**config.mk**
```make
export PLATFORM = sky130hd
export DESIGN_NAME = vga_timing_gen
export DESIGN_NICKNAME = d
export VERILOG_FILES = /design/src/rtl/vga_timing_pkg.sv /design/src/rtl/vga_pixel_ce.sv /design/src/rtl/vga_timing_gen.sv
export SDC_FILE = /design/constraint.sdc
export NUM_CORES = 1
export LEC_CHECK = 0
export CORE_MARGIN = 1
export CORE_UTILIZATION = 35
export DETAILED_ROUTE_END_ITERATION = 8
export PLACE_DENSITY_LB_ADDON = 0.1
export REMOVE_ABC_BUFFERS = 1
export SLEW_MARGIN = 30
export SYNTH_ARGS = -nofsm -noshare
export SYNTH_HDL_FRONTEND = slang
export SYNTH_SLANG_ARGS = --single-unit
```
**constraint.sdc**
```tcl
create_clock -name clk -period 3.1 [get_ports clk]
set_clock_uncertainty 0.05 [all_clocks]
set_input_delay 0.62 -clock clk [delete_from_list [all_inputs] [get_ports clk]]
set_output_delay 0.62 -clock clk [all_outputs]
set_load 0.05 [all_outputs]
```
**src/rtl/vga_timing_pkg.sv**
```systemverilog
// Shared constants, region helpers and fetch FSM encoding for the VGA raster
// timing generator. Defaults describe 640x480@60 with a 25 MHz pixel rate.
package vga_timing_pkg;

  localparam int DEF_H_VISIBLE = 640;
  localparam int DEF_H_FRONT   = 16;
  localparam int DEF_H_SYNC    = 96;
  localparam int DEF_H_BACK    = 48;
  localparam int DEF_V_VISIBLE = 480;
  localparam int DEF_V_FRONT   = 11;
  localparam int DEF_V_SYNC    = 2;
  localparam int DEF_V_BACK    = 31;
  localparam int DEF_CLK_DIV   = 2;
  localparam int DEF_FETCH_LEAD = 64;

  typedef enum logic {
    IDLE = 1'b0,
    REQ  = 1'b1
  } fetch_state_e;

  function automatic int seg_total(input int vis, input int fr, input int sy, input int bk);
    return vis + fr + sy + bk;
  endfunction

  // True when pos lies in the half-open span [lo, lo+len).
  function automatic logic in_span(input int pos, input int lo, input int len);
    return (pos >= lo) && (pos < lo + len);
  endfunction

endpackage

```
**src/rtl/vga_pixel_ce.sv**
```systemverilog
// Pixel-rate divider: a one-clk pixel strobe plus a ~50% duty pixel clock.
// tick is the unregistered strobe the raster counters advance on.
module vga_pixel_ce #(
  parameter int CLK_DIV = 2
) (
  input  logic clk,
  input  logic reset,
  input  logic enable,
  output logic tick,
  output logic pix_ce,
  output logic pixel_clock
);

  localparam int DW = $clog2(CLK_DIV);
  localparam logic [DW-1:0] D_LAST = DW'(CLK_DIV - 1);
  localparam logic [DW-1:0] D_HALF = DW'(CLK_DIV / 2);

  logic [DW-1:0] d_q, d_d;
  logic          pix_ce_q, pix_ce_d;
  logic          pixel_clock_q, pixel_clock_d;

  always_comb begin
    tick          = enable && (d_q == D_LAST);
    d_d           = tick ? '0 : d_q + DW'(1);
    pix_ce_d      = tick;
    pixel_clock_d = (d_q >= D_HALF);
    if (!enable) begin
      d_d           = '0;
      pix_ce_d      = 1'b0;
      pixel_clock_d = 1'b0;
    end
  end

  always_ff @(posedge clk) begin
    if (!reset) begin
      d_q           <= '0;
      pix_ce_q      <= 1'b0;
      pixel_clock_q <= 1'b0;
    end else begin
      d_q           <= d_d;
      pix_ce_q      <= pix_ce_d;
      pixel_clock_q <= pixel_clock_d;
    end
  end

  assign pix_ce      = pix_ce_q;
  assign pixel_clock = pixel_clock_q;

endmodule

```
**src/rtl/vga_timing_gen.sv**
```systemverilog
// VGA raster timing generator: h/v counters, sync/active decode and a line
// prefetch handshake toward the framebuffer read path. All outputs registered.
module vga_timing_gen
  import vga_timing_pkg::*;
#(
  parameter int H_VISIBLE  = DEF_H_VISIBLE,
  parameter int H_FRONT    = DEF_H_FRONT,
  parameter int H_SYNC     = DEF_H_SYNC,
  parameter int H_BACK     = DEF_H_BACK,
  parameter int V_VISIBLE  = DEF_V_VISIBLE,
  parameter int V_FRONT    = DEF_V_FRONT,
  parameter int V_SYNC     = DEF_V_SYNC,
  parameter int V_BACK     = DEF_V_BACK,
  parameter bit HS_POL     = 1'b0,
  parameter bit VS_POL     = 1'b0,
  parameter int CLK_DIV    = DEF_CLK_DIV,
  parameter int FETCH_LEAD = DEF_FETCH_LEAD,
  localparam int H_TOTAL   = seg_total(H_VISIBLE, H_FRONT, H_SYNC, H_BACK),
  localparam int V_TOTAL   = seg_total(V_VISIBLE, V_FRONT, V_SYNC, V_BACK),
  localparam int XW        = $clog2(H_TOTAL),
  localparam int YW        = $clog2(V_TOTAL)
) (
  input  logic          clk,
  input  logic          reset,
  input  logic          enable,
  output logic          pix_ce,
  output logic          pixel_clock,
  output logic          hsync,
  output logic          vsync,
  output logic          active,
  output logic [XW-1:0] x,
  output logic [YW-1:0] y,
  output logic          line_start,
  output logic          frame_start,
  output logic          fetch_req,
  output logic [YW-1:0] fetch_line,
  input  logic          fetch_ack,
  output logic          underrun
);

  logic tick;

  vga_pixel_ce #(.CLK_DIV(CLK_DIV)) u_pixel_ce (
    .clk         (clk),
    .reset       (reset),
    .enable      (enable),
    .tick        (tick),
    .pix_ce      (pix_ce),
    .pixel_clock (pixel_clock)
  );

  logic [XW-1:0] h_q, h_d;
  logic [YW-1:0] v_q, v_d;
  fetch_state_e  state_q, state_d;
  logic [YW-1:0] fetch_line_q, fetch_line_d;
  logic          underrun_q, underrun_d;
  logic          hsync_q, hsync_d;
  logic          vsync_q, vsync_d;
  logic          active_q, active_d;
  logic [XW-1:0] x_q, x_d;
  logic [YW-1:0] y_q, y_d;
  logic          line_start_q, line_start_d;
  logic          frame_start_q, frame_start_d;
  int            hn, vn, nl;

  always_comb begin
    hn = int'(h_q);
    vn = int'(v_q);
    nl = (vn == V_TOTAL - 1) ? 0 : vn + 1;

    h_d          = h_q;
    v_d          = v_q;
    state_d      = state_q;
    fetch_line_d = fetch_line_q;
    underrun_d   = underrun_q;

    if (tick) begin
      if (hn == H_TOTAL - 1) begin
        h_d = '0;
        v_d = YW'(nl);
      end else begin
        h_d = XW'(hn + 1);
      end
    end

    // A request still pending when pixel 0 of its line is strobed is
    // abandoned: the line is lost and the late fill is latched in underrun.
    case (state_q)
      IDLE: begin
        if (tick && (hn == H_TOTAL - FETCH_LEAD) && (nl < V_VISIBLE)) begin
          state_d      = REQ;
          fetch_line_d = YW'(nl);
        end
      end
      REQ: begin
        if (fetch_ack) begin
          state_d = IDLE;
        end else if (tick && (hn == 0)) begin
          underrun_d = 1'b1;
          state_d    = IDLE;
        end
      end
      default: state_d = IDLE;
    endcase

    hsync_d       = in_span(hn, H_VISIBLE + H_FRONT, H_SYNC) ? HS_POL : ~HS_POL;
    vsync_d       = in_span(vn, V_VISIBLE + V_FRONT, V_SYNC) ? VS_POL : ~VS_POL;
    active_d      = in_span(hn, 0, H_VISIBLE) && in_span(vn, 0, V_VISIBLE);
    x_d           = h_q;
    y_d           = v_q;
    line_start_d  = tick && (hn == 0);
    frame_start_d = tick && (hn == 0) && (vn == 0);

    // Disabled: everything but the sticky underrun flag sits at reset values.
    if (!enable) begin
      h_d           = '0;
      v_d           = '0;
      state_d       = IDLE;
      fetch_line_d  = '0;
      underrun_d    = underrun_q;
      hsync_d       = ~HS_POL;
      vsync_d       = ~VS_POL;
      active_d      = 1'b0;
      x_d           = '0;
      y_d           = '0;
      line_start_d  = 1'b0;
      frame_start_d = 1'b0;
    end
  end

  always_ff @(posedge clk) begin
    if (!reset) begin
      h_q           <= '0;
      v_q           <= '0;
      state_q       <= IDLE;
      fetch_line_q  <= '0;
      underrun_q    <= 1'b0;
      hsync_q       <= ~HS_POL;
      vsync_q       <= ~VS_POL;
      active_q      <= 1'b0;
      x_q           <= '0;
      y_q           <= '0;
      line_start_q  <= 1'b0;
      frame_start_q <= 1'b0;
    end else begin
      h_q           <= h_d;
      v_q           <= v_d;
      state_q       <= state_d;
      fetch_line_q  <= fetch_line_d;
      underrun_q    <= underrun_d;
      hsync_q       <= hsync_d;
      vsync_q       <= vsync_d;
      active_q      <= active_d;
      x_q           <= x_d;
      y_q           <= y_d;
      line_start_q  <= line_start_d;
      frame_start_q <= frame_start_d;
    end
  end

  assign hsync       = hsync_q;
  assign vsync       = vsync_q;
  assign active      = active_q;
  assign x           = x_q;
  assign y           = y_q;
  assign line_start  = line_start_q;
  assign frame_start = frame_start_q;
  assign fetch_req   = (state_q == REQ);
  assign fetch_line  = fetch_line_q;
  assign underrun    = underrun_q;

endmodule
```
==> results.sh <==
export IMPL_diodes=0
export IMPL_grt_pass1_wl_mm=8.97
export IMPL_grt_pass1_vias=1770
export IMPL_wl_per_cell_um=13.5
export IMPL_syn_instance_count=276
export IMPL_outcome="completed"
export IMPL_cp_arrival_ns=2.67
export IMPL_die_area_sq_um=7510
export IMPL_ys_warn_count=0
export IMPL_cts_buffers=9
export IMPL_dpl_hpwl_mm=3.96
export IMPL_fin_nets=327
export IMPL_synth_edf_count=0
export IMPL_dp_cells=403
export IMPL_clockRootBuffer="clkbuf_8"
export IMPL_coreArea_sq_um=6870
export IMPL_fp_dieH_um=86.7
export IMPL_vias_per_cell=4.90
export IMPL_drt_pass1_iter_count=4
export IMPL_drtIter0Drc=160
export IMPL_min_period_over_period=0.806
export IMPL_gr_usage_all_layers=0.160
export IMPL_period_needed_ns=2.50
export IMPL_ys_seq_area_frac=0.479
export IMPL_crit_required_ns=3.27
export IMPL_post_cts_resize_count=0
export IMPL_r2r_cells=6
export IMPL_setup_viol=0
export IMPL_end_kind="register"
export IMPL_ys_seq_elements=60
export IMPL_worst_pin_slew_ns=0.530
export IMPL_tns_ns=0
export IMPL_drcViolationCount=0
export IMPL_final_util=0.464
export IMPL_num_vias=2049
export IMPL_multiInputGateArea_sq_um=1150
export IMPL_hold_path_class="register to register"
export IMPL_synth_cell_types=49
export IMPL_area_growth_pct=27.0
export IMPL_syn_area_sq_um=2510
export IMPL_mostFrequentLayoutCell="dfxtp_1"
export IMPL_slew_headroom=0.643
export IMPL_drt_total_wl_mm=5.65
export IMPL_max_freq_ghz=0.400
export IMPL_layoutNonFillerInstCount=418
export IMPL_p_leak_uw=0.00116
export IMPL_final_cell_mix="dfxtp_1 (60), clkdlybuf4s50_1 (42), nor2_1 (28)"
export IMPL_rsz0062_at_grt="no"
export IMPL_slowest_stage="ha_1"
export IMPL_cts_tree="yes"
export IMPL_num_fill_cells=710
export IMPL_drv_cap=0
export IMPL_cts_hold_buf=0
export IMPL_maxSlewViolCount=0
export IMPL_powerDensity_nw_per_um2=484
export IMPL_drtAntennaViolNets=0
export IMPL_r2r_setup_slack_ns=0.60
export IMPL_grt_overflow_total=0
export IMPL_post_dp_cell_area_sq_um=2990
export IMPL_syn_avg_cell_area_sq_um=9.09
export IMPL_cp_depth=6
export IMPL_postCtsSetupBuffers=0
export IMPL_io_buffer_count=42
export IMPL_criticalPathCategory="register to register"
export IMPL_cp_top_family="simple AND/OR/NAND/NOR gates"
export IMPL_floorplan_initialDensity=0.365
export IMPL_clockBufferDepth=2
export IMPL_cts_num_sinks=60
export IMPL_worstSetupStartpointType="register"
export IMPL_clkSlewWorstSetupHoldPaths_ns=0.07
export IMPL_clk_latency_ns=0.33
export IMPL_routabilityCongestion=0.838
export IMPL_path_buf_inv=0
export IMPL_slowest_delay_ns=0.43
export IMPL_die_x_um=86.7
export IMPL_fin_worst_hold_slack_ns=0.410
export IMPL_io_pins=43
export IMPL_vdd_drop_max_v=0.000193
export IMPL_whs_path_depth=2
export IMPL_grt_max_degree=17
export IMPL_htreeDepth=3
export IMPL_cp_cell_sequence="ha_1, and4_1, a21boi_0, o221ai_1, and3_1, mux2_1"
export IMPL_ys_flop_type="dfxtp_1"
export IMPL_finalHoldViolCount=0
export IMPL_stdcell_area_sq_um=3190
export IMPL_layout_drive_gt1_share=0.0932
export IMPL_seq_area_sq_um=1200
export IMPL_path_max_fanout=11
export IMPL_fp_row_count=30
export IMPL_antenna_found_initial=0
export IMPL_async_flop_share=0
state kept, by name, indices dropped and copies added (netlist names), 10 cells and up:
signal and cells:
fetch_line 10, h_q 10, v_q 10, x 10, y 10
stage by stage:
stage | power (uW) | setup slack [ns]
final | 1540 | 0.602
after global routing | 1600 | 0.443
after CTS | 1560 | 0.631
after detailed placement | 838 | 0.387
after global placement | 838 | 0.447
after floorplan | 813 | 0.946
cell usage after synthesis (2+ instances only):
cell type   n  area [sq um]
o21a_1      2          15.0
ha_1        5          62.6
nand3_1     8          40.0
nor3_1      8          40.0
or3_1       3          18.8
a21oi_1    11          55.1
and3_2      3          22.5
buf_6       3          33.8
inv_1      10          37.5
dfxtp_1    60          1200
xnor2_1     6          52.6
nand2_1    26          97.6
clkbuf_1    9          33.8
and4_1      2          17.5
and2_1      5          31.3
nor2_1     28           105
and3_1     19           119
or4_1       2          15.0
nand3b_1    2          15.0
nor2b_1     2          12.5
nand4_1     8          50.1
buf_2       2          10.0
a211oi_1    3          22.5
o21ai_0     8          40.0
mux2i_1     6          60.1
xor2_1      6          52.6
clkbuf_8    2          27.5
a31oi_1     6          37.5
power by group:
part	switching, uW	leakage, uW	internal [uW]
Combinational	29.7	0.000578	14.7
Sequential	2.02	0.000484	774
Clock	288	0.000103	434
Total	320	0.00116	1220
per-layer routing:
layer / vias up / track usage / share of wire
li1: 1047 / - / -
met1: 944 / 0.236 / 0.53
met2: 45 / 0.205 / 0.41
met3: 13 / 0.0381 / 0.035
met4: 0 / 0.102 / 0.030
met5: - / 0 / 0
cell families (layout without fill, tap and decap cells):
family                   count (synthesis)  count (layout)  synth area share
buffers and inverters                   28              74            0.0618
XOR/XNOR                                12              12            0.0419
flip-flops                              60              60             0.479
adder cells (fa/ha/maj)                  5               5            0.0249
AO/OA/AOI/OAI                           38              38            0.0942
AND/OR/NAND/NOR                        125             125             0.266
multiplexers                             8               8            0.0329
path summary, 6_finish.rpt:
path / startpoint / end
setup / recovery: v_q[0] / fetch_line[6]
setup reg to reg: v_q[0] / fetch_line[6]
hold reg to reg: fetch_line[2] / fetch_line[2]
hold / removal: fetch_line[2] / fetch_line[2]
area by class of cell:
cell class                      instances  area share
Sequential cell                        60       0.377
Multi-Input combinational cell        188       0.362
Timing Repair Buffer                   49       0.148
Clock buffer                           14      0.0542
Tap cell                               96      0.0377
Inverter                               10      0.0118
Clock inverter                          1     0.00942
worst register-to-register path: cells and delay by family (launching register included):
family | cells | cell delay, ns
AO/OA/AOI/OAI | 2 | 0.54
adder cells (fa/ha/maj) | 1 | 0.43
flip-flops | 1 | 0.41
multiplexers | 1 | 0.34
AND/OR/NAND/NOR | 2 | 0.62
Power figures use the tool's default switching activity.
